<file path="config.mk">
export PLATFORM = sky130hd
export DESIGN_NAME = vram_arbiter_flat
export DESIGN_NICKNAME = d
export VERILOG_FILES = /design/src/rtl/vram_arbiter_if.sv /design/src/rtl/vram_arbiter.sv /design/src/flat_wrapper.sv
export SDC_FILE = /design/constraint.sdc
export NUM_CORES = 1
export LEC_CHECK = 0
export CORE_ASPECT_RATIO = 0.5
export CORE_MARGIN = 2
export CORE_UTILIZATION = 30
export DETAILED_ROUTE_END_ITERATION = 12
export PLACE_DENSITY = 0.76
export RECOVER_POWER = 25
export SYNTH_ARGS = -nofsm -noshare
export SYNTH_HDL_FRONTEND = slang
export SYNTH_SLANG_ARGS = --single-unit
</file>
<file path="constraint.sdc">
create_clock -name i_clk -period 3.48 [get_ports i_clk]
set_clock_uncertainty 0.05 [all_clocks]
set_input_delay 0.696 -clock i_clk [delete_from_list [all_inputs] [get_ports i_clk]]
set_output_delay 0.696 -clock i_clk [all_outputs]
set_load 0.1 [all_outputs]
</file>
<file path="src/rtl/vram_arbiter_if.sv">
// Bus bundle between the VRAM arbiter, the sync/pixel-fetch side, the CPU bridge and the RAM.
// The arbiter uses the slave modport; the surrounding logic (or a bench) uses master.
interface vram_arbiter_if #(
  parameter int unsigned ADDR_WIDTH = 16,
  parameter int unsigned DATA_WIDTH = 8,
  parameter int unsigned WAIT_WIDTH = 16
);
  logic                  i_hblank;
  logic                  i_vblank;
  logic                  i_vid_req;
  logic [ADDR_WIDTH-1:0] i_vid_addr;
  logic                  o_vid_valid;
  logic [DATA_WIDTH-1:0] o_vid_data;
  logic                  i_cpu_req;
  logic                  i_cpu_we;
  logic [ADDR_WIDTH-1:0] i_cpu_addr;
  logic [DATA_WIDTH-1:0] i_cpu_wdata;
  logic                  o_cpu_ack;
  logic [DATA_WIDTH-1:0] o_cpu_rdata;
  logic [WAIT_WIDTH-1:0] o_cpu_wait;
  logic                  o_mem_en;
  logic                  o_mem_we;
  logic [ADDR_WIDTH-1:0] o_mem_addr;
  logic [DATA_WIDTH-1:0] o_mem_wdata;
  logic [DATA_WIDTH-1:0] i_mem_rdata;

  modport slave (
    input  i_hblank, i_vblank, i_vid_req, i_vid_addr,
    input  i_cpu_req, i_cpu_we, i_cpu_addr, i_cpu_wdata, i_mem_rdata,
    output o_vid_valid, o_vid_data, o_cpu_ack, o_cpu_rdata, o_cpu_wait,
    output o_mem_en, o_mem_we, o_mem_addr, o_mem_wdata
  );

  modport master (
    output i_hblank, i_vblank, i_vid_req, i_vid_addr,
    output i_cpu_req, i_cpu_we, i_cpu_addr, i_cpu_wdata, i_mem_rdata,
    input  o_vid_valid, o_vid_data, o_cpu_ack, o_cpu_rdata, o_cpu_wait,
    input  o_mem_en, o_mem_we, o_mem_addr, o_mem_wdata
  );
endinterface

</file>
<file path="src/rtl/vram_arbiter.sv">
// Single-port VRAM arbiter: video fetches always win, CPU accesses fill idle (blanking) cycles.
// Read data returns two cycles after issue through a tag pipeline.
module vram_arbiter #(
  parameter int unsigned ADDR_WIDTH   = 16,
  parameter int unsigned DATA_WIDTH   = 8,
  parameter int unsigned CPU_ANY_TIME = 0,
  parameter int unsigned WAIT_WIDTH   = 16
) (
  input  logic            i_clk,
  input  logic            i_rst_n,
  vram_arbiter_if.slave   bus
);

  typedef enum logic [1:0] {
    ST_IDLE     = 2'd0,
    ST_CPU_BUSY = 2'd1,
    ST_CPU_ACK  = 2'd2
  } state_t;

  state_t state;
  state_t state_next;
  logic   cpu_issue_c;
  logic   blank_ok_c;
  logic   first_seen_c;
  logic   pending;
  logic   tag_vld;
  logic   tag_cpu;
  logic   tag_rd;

  assign blank_ok_c   = (CPU_ANY_TIME != 0) || bus.i_hblank || bus.i_vblank;
  assign first_seen_c = (state == ST_IDLE) && bus.i_cpu_req && !pending;

  // Next state and CPU grant; video requests pre-empt a grantable CPU request
  always_comb begin
    state_next  = state;
    cpu_issue_c = 1'b0;
    case (state)
      ST_IDLE: begin
        if (bus.i_cpu_req && blank_ok_c && !bus.i_vid_req) begin
          cpu_issue_c = 1'b1;
          state_next  = ST_CPU_BUSY;
        end
      end
      ST_CPU_BUSY: state_next = ST_CPU_ACK;
      ST_CPU_ACK:  state_next = ST_IDLE;
      default:     state_next = ST_IDLE;
    endcase
  end

  // Memory port follows the current-cycle grant; held quiet while in reset
  always_comb begin
    bus.o_mem_en    = 1'b0;
    bus.o_mem_we    = 1'b0;
    bus.o_mem_addr  = '0;
    bus.o_mem_wdata = '0;
    if (i_rst_n) begin
      if (bus.i_vid_req) begin
        bus.o_mem_en   = 1'b1;
        bus.o_mem_addr = bus.i_vid_addr;
      end else if (cpu_issue_c) begin
        bus.o_mem_en    = 1'b1;
        bus.o_mem_we    = bus.i_cpu_we;
        bus.o_mem_addr  = bus.i_cpu_addr;
        bus.o_mem_wdata = bus.i_cpu_wdata;
      end
    end
  end

  always_ff @(posedge i_clk or negedge i_rst_n) begin
    if (!i_rst_n) begin
      state           <= ST_IDLE;
      pending         <= 1'b0;
      tag_vld         <= 1'b0;
      tag_cpu         <= 1'b0;
      tag_rd          <= 1'b0;
      bus.o_vid_valid <= 1'b0;
      bus.o_vid_data  <= '0;
      bus.o_cpu_ack   <= 1'b0;
      bus.o_cpu_rdata <= '0;
      bus.o_cpu_wait  <= '0;
    end else begin
      state   <= state_next;
      pending <= (state == ST_IDLE) && bus.i_cpu_req && !cpu_issue_c;

      // Stage 0 tags the issue; stage 1 captures the RAM's registered read data
      tag_vld <= bus.i_vid_req || cpu_issue_c;
      tag_cpu <= cpu_issue_c;
      tag_rd  <= !bus.i_cpu_we;

      bus.o_vid_valid <= tag_vld && !tag_cpu;
      if (tag_vld && !tag_cpu) bus.o_vid_data <= bus.i_mem_rdata;
      bus.o_cpu_ack <= (state == ST_CPU_BUSY);
      if (tag_vld && tag_cpu && tag_rd) bus.o_cpu_rdata <= bus.i_mem_rdata;

      // Wait count restarts per request and saturates at all-ones
      if (first_seen_c) begin
        bus.o_cpu_wait <= cpu_issue_c ? '0 : WAIT_WIDTH'(1);
      end else if (pending && bus.i_cpu_req && !cpu_issue_c && (bus.o_cpu_wait != '1)) begin
        bus.o_cpu_wait <= bus.o_cpu_wait + WAIT_WIDTH'(1);
      end
    end
  end

endmodule

</file>
<file path="src/flat_wrapper.sv">
// flat-port wrapper written by rule: the top's interface ports become plain ports
module vram_arbiter_flat 
#(
  parameter int unsigned ADDR_WIDTH   = 16,
  parameter int unsigned DATA_WIDTH   = 8,
  parameter int unsigned CPU_ANY_TIME = 0,
  parameter int unsigned WAIT_WIDTH   = 16
)
  (i_clk, i_rst_n, bus_i_hblank, bus_i_vblank, bus_i_vid_req, bus_i_vid_addr, bus_i_cpu_req, bus_i_cpu_we, bus_i_cpu_addr, bus_i_cpu_wdata, bus_i_mem_rdata, bus_o_vid_valid, bus_o_vid_data, bus_o_cpu_ack, bus_o_cpu_rdata, bus_o_cpu_wait, bus_o_mem_en, bus_o_mem_we, bus_o_mem_addr, bus_o_mem_wdata);
  vram_arbiter_if #(.ADDR_WIDTH(ADDR_WIDTH), .DATA_WIDTH(DATA_WIDTH), .WAIT_WIDTH(WAIT_WIDTH)) bus_i ();
  input  logic i_clk;
  input  logic i_rst_n;
  input wire logic [$bits(bus_i.i_hblank)-1:0] bus_i_hblank;
  input wire logic [$bits(bus_i.i_vblank)-1:0] bus_i_vblank;
  input wire logic [$bits(bus_i.i_vid_req)-1:0] bus_i_vid_req;
  input wire logic [$bits(bus_i.i_vid_addr)-1:0] bus_i_vid_addr;
  input wire logic [$bits(bus_i.i_cpu_req)-1:0] bus_i_cpu_req;
  input wire logic [$bits(bus_i.i_cpu_we)-1:0] bus_i_cpu_we;
  input wire logic [$bits(bus_i.i_cpu_addr)-1:0] bus_i_cpu_addr;
  input wire logic [$bits(bus_i.i_cpu_wdata)-1:0] bus_i_cpu_wdata;
  input wire logic [$bits(bus_i.i_mem_rdata)-1:0] bus_i_mem_rdata;
  output wire logic [$bits(bus_i.o_vid_valid)-1:0] bus_o_vid_valid;
  output wire logic [$bits(bus_i.o_vid_data)-1:0] bus_o_vid_data;
  output wire logic [$bits(bus_i.o_cpu_ack)-1:0] bus_o_cpu_ack;
  output wire logic [$bits(bus_i.o_cpu_rdata)-1:0] bus_o_cpu_rdata;
  output wire logic [$bits(bus_i.o_cpu_wait)-1:0] bus_o_cpu_wait;
  output wire logic [$bits(bus_i.o_mem_en)-1:0] bus_o_mem_en;
  output wire logic [$bits(bus_i.o_mem_we)-1:0] bus_o_mem_we;
  output wire logic [$bits(bus_i.o_mem_addr)-1:0] bus_o_mem_addr;
  output wire logic [$bits(bus_i.o_mem_wdata)-1:0] bus_o_mem_wdata;
  assign bus_i.i_hblank = bus_i_hblank;
  assign bus_i.i_vblank = bus_i_vblank;
  assign bus_i.i_vid_req = bus_i_vid_req;
  assign bus_i.i_vid_addr = bus_i_vid_addr;
  assign bus_i.i_cpu_req = bus_i_cpu_req;
  assign bus_i.i_cpu_we = bus_i_cpu_we;
  assign bus_i.i_cpu_addr = bus_i_cpu_addr;
  assign bus_i.i_cpu_wdata = bus_i_cpu_wdata;
  assign bus_i.i_mem_rdata = bus_i_mem_rdata;
  assign bus_o_vid_valid = bus_i.o_vid_valid;
  assign bus_o_vid_data = bus_i.o_vid_data;
  assign bus_o_cpu_ack = bus_i.o_cpu_ack;
  assign bus_o_cpu_rdata = bus_i.o_cpu_rdata;
  assign bus_o_cpu_wait = bus_i.o_cpu_wait;
  assign bus_o_mem_en = bus_i.o_mem_en;
  assign bus_o_mem_we = bus_i.o_mem_we;
  assign bus_o_mem_addr = bus_i.o_mem_addr;
  assign bus_o_mem_wdata = bus_i.o_mem_wdata;
  vram_arbiter #(.ADDR_WIDTH(ADDR_WIDTH), .DATA_WIDTH(DATA_WIDTH), .CPU_ANY_TIME(CPU_ANY_TIME), .WAIT_WIDTH(WAIT_WIDTH)) u_core (.i_clk(i_clk), .i_rst_n(i_rst_n), .bus(bus_i));
endmodule
</file>
==> flow_summary.yaml <==
status:
  status: "finished, final reports clean"
clocking:
  cts_tree: "built"
  clk_latency_ns: 0.27
  h-tree-depth: 2
  post_cts_buffers: 0
  cts-resized-gates: 0
  cts_buffers: 5
  clockBufferDepth: 2
  cts-root-buf: "clkbuf_16"
  cts.reportedPaths.clkPinSlew_ns: 0.05
  cts_sinks: 40
  ctsHoldBuffers: 0
worst_setup_path:
  worst_setup_path_start_kind: "primary input"
  endpoint_kind: "output port"
  cp.arrival_ns: 2.50
  r2r_slack_ns: 1.39
  reg2reg_to: "u_core.bus.o_cpu_wait[3]$_DFFE_PN0P_"
  critical_path.startpoint: "bus_i_cpu_req"
  cp_max_fo: 16
  worstReg2RegStart: "u_core.bus.o_cpu_wait[0]$_DFFE_PN0P_"
  worstPathRequired_ns: 2.73
  endpoint: "bus_o_mem_addr[9]"
  reg2regPathDepth: 6
  criticalPathCategory: "primary input to output port"
global_routing:
  grt.total_usage: 0.159
  overflow: 0
  grt_pass1_vias: 1840
  antenna_found_initial: 0
  grt_first_pass_wirelength_um: 9090
  grt_max_degree: 51
synth:
  seq_area_frac_synth: 0.504
  yosysWarnings: 0
  avgSynthCellArea_um2: 11.2
  synth_nets: 233
  syn_area_um2: 1990
  synth_cells: 177
  synth-seq-cells: 40
  yosys.cell_types.count: 35
pwr:
  powerDensity_nw_per_um2: 506
  p_leak_nw: 1.56
  peakVddDrop_uv: 195
sta:
  timing.setup.tns_ns: 0
  worst_pin_slew_ns: 0.989
  whs_ns: 0.443
  finalHoldViolCount: 0
  slew_violations: 0
  setup_ws_ns: 0.233
  finalCritPeriodShare: 0.933
  fmax_mhz: 308
  final.min_clock_period_ns: 3.25
  max_slew_margin: 0.338
  rsz0062_at_grt: "no"
  report.final.setup_viol: 0
placement:
  port_buffers: 114
  globalplace.congestion: 0.865
  dp_hpwl_um: 4660
  dp_cells: 372
  pre_cts_ws_ns: 0.218
  place_area_um2: 3430
layout:
  layout_commonest_cell: "clkdlybuf4s50_1"
  drive_gt1_frac: 0.251
  instances_no_fill: 379
  final_area_um2: 3560
  diodes: 0
  final_nets: 347
  syn2layout_area_growth_pct: 79.3
  final_cell_mix: "clkdlybuf4s50_1 (71), dfrtp_1 (40), buf_12 (26)"
drt:
  drt-pass1-iter-count: 4
  routed_via_density: 4.90
  drc: 0
  first_iter_violations: 36
  drt_wl_total_um: 5940
  vias: 1856
  ant_nets: 0
  wl_per_cell_um: 15.7
floorplanning:
  die-area_um2: 7330
  die_w_um: 119
  fp.dieH_um: 61.5
  coreArea_um2: 6230
  fp-row-count: 20
  initial_core_util: 0.319
  io_pins: 115
job:
  cap_violations: 0
min_path:
  hp-class: "register to register"
-- metal layers --
metal | up-vias | global-route usage | wire (um)
met2 | 69 | 0.314 | 3220
li1 | 885 | - | -
met4 | 0 | 0.0408 | 19
met3 | 2 | 0.0343 | 333
met1 | 900 | 0.183 | 2360
met5 | - | 0 | 0
-- power breakdown --
part           internal, mW  switching, mW  total [mW]
logic                 0.239          0.580       0.819
clock network         0.260          0.162       0.422
registers             0.519         0.0405       0.560
total                  1.02          0.782        1.80
-- metrics by stage --
stage | util | power, mW
finish | 0.572 | 1.80
global route | 0.572 | 1.86
CTS | 0.572 | 1.81
detailed placement | 0.550 | 1.39
global placement | 0.550 | 1.38
floorplan | - | 1.12
-- state kept, by name, summed over array words and instances (netlist names) --
signal / flops
u_core.pending: 1
u_core.bus.o_vid_data: 8
u_core.state: 2
u_core.tag_vld: 1
u_core.tag_rd: 1
u_core.bus.o_cpu_ack: 1
u_core.bus.o_cpu_wait: 16
u_core.bus.o_cpu_rdata: 8
u_core.bus.o_vid_valid: 1
u_core.tag_cpu: 1
-- synthesized netlist by cell type --
master,count,area share
o311ai_0,2,0.0088
nor2b_1,2,0.0063
o211a_1,1,0.0050
or2_2,2,0.0063
nor3_1,3,0.0076
and2_1,3,0.0094
nand2_1,12,0.023
o311ai_2,1,0.0082
nor4b_1,1,0.0044
a22o_1,16,0.071
buf_4,1,0.0038
o41ai_1,3,0.013
ha_1,1,0.0063
and4_1,1,0.0044
nand3b_1,2,0.0076
xnor2_1,7,0.031
mux2i_1,4,0.020
buf_2,1,0.0025
nor4_1,4,0.013
nand2b_1,1,0.0032
and3_1,10,0.031
dfrtp_1,40,0.50
and4_2,1,0.0050
a21oi_1,4,0.010
nand4_4,1,0.011
inv_1,2,0.0038
nor4_4,1,0.011
buf_1,2,0.0038
clkbuf_1,5,0.0094
nor2_1,13,0.025
or2_1,1,0.0032
nand4_1,5,0.016
mux2_2,16,0.091
o21bai_2,1,0.0057
nand3_1,7,0.018
-- kinds of logic (layout without fill, tap and decap cells) --
kind of cell / after synthesis / in the layout / share of synthesized area
XOR/XNOR: 7 / 7 / 0.0309
AO/OA/AOI/OAI: 28 / 28 / 0.122
buffers and inverters: 11 / 125 / 0.0233
AND/OR/NAND/NOR: 70 / 70 / 0.203
flip-flops: 40 / 40 / 0.504
adder cells (fa/ha/maj): 1 / 1 / 0.00630
multiplexers: 20 / 20 / 0.111
-- how the worst min path moves through the flow --
stage                                          start                                    end  slack [ns]  cells past startpoint
2_1_floorplan                                i_rst_n         u_core.bus.o_cpu_ack$_DFF_PN0_        0.35                      0
3_3_place_gp   u_core.bus.o_cpu_rdata[3]$_DFFE_PN0P_  u_core.bus.o_cpu_rdata[3]$_DFFE_PN0P_        0.44                      1
3_5_place_dp             u_core.state[1]$_DFFE_PN0P_            u_core.state[1]$_DFFE_PN0P_        0.44                      1
4_1_cts                  u_core.state[1]$_DFFE_PN0P_            u_core.state[1]$_DFFE_PN0P_        0.44                      1
5_1_grt                  u_core.state[1]$_DFFE_PN0P_            u_core.state[1]$_DFFE_PN0P_        0.48                      1
6_report                 u_core.state[1]$_DFFE_PN0P_            u_core.state[1]$_DFFE_PN0P_        0.44                      1
-- critical path, stage by stage --
cell	delay, ns
clkdlybuf4s50_1	0.53
nand2_1	0.14
nor2_1	0.15
and2_1	0.48
a22o_1	0.31
buf_12	0.19
-- layout make-up --
cell class                 count  area [um^2]
clock buffer                   6          129
sequential                    40         1000
multi-input combinational    126          940
timing repair buffer         116         1370
tap                           88          110
clock inverter                 1         5.00
inverter                       2         7.51
fill                         521         2670
(Power assumes the default switching activity.)
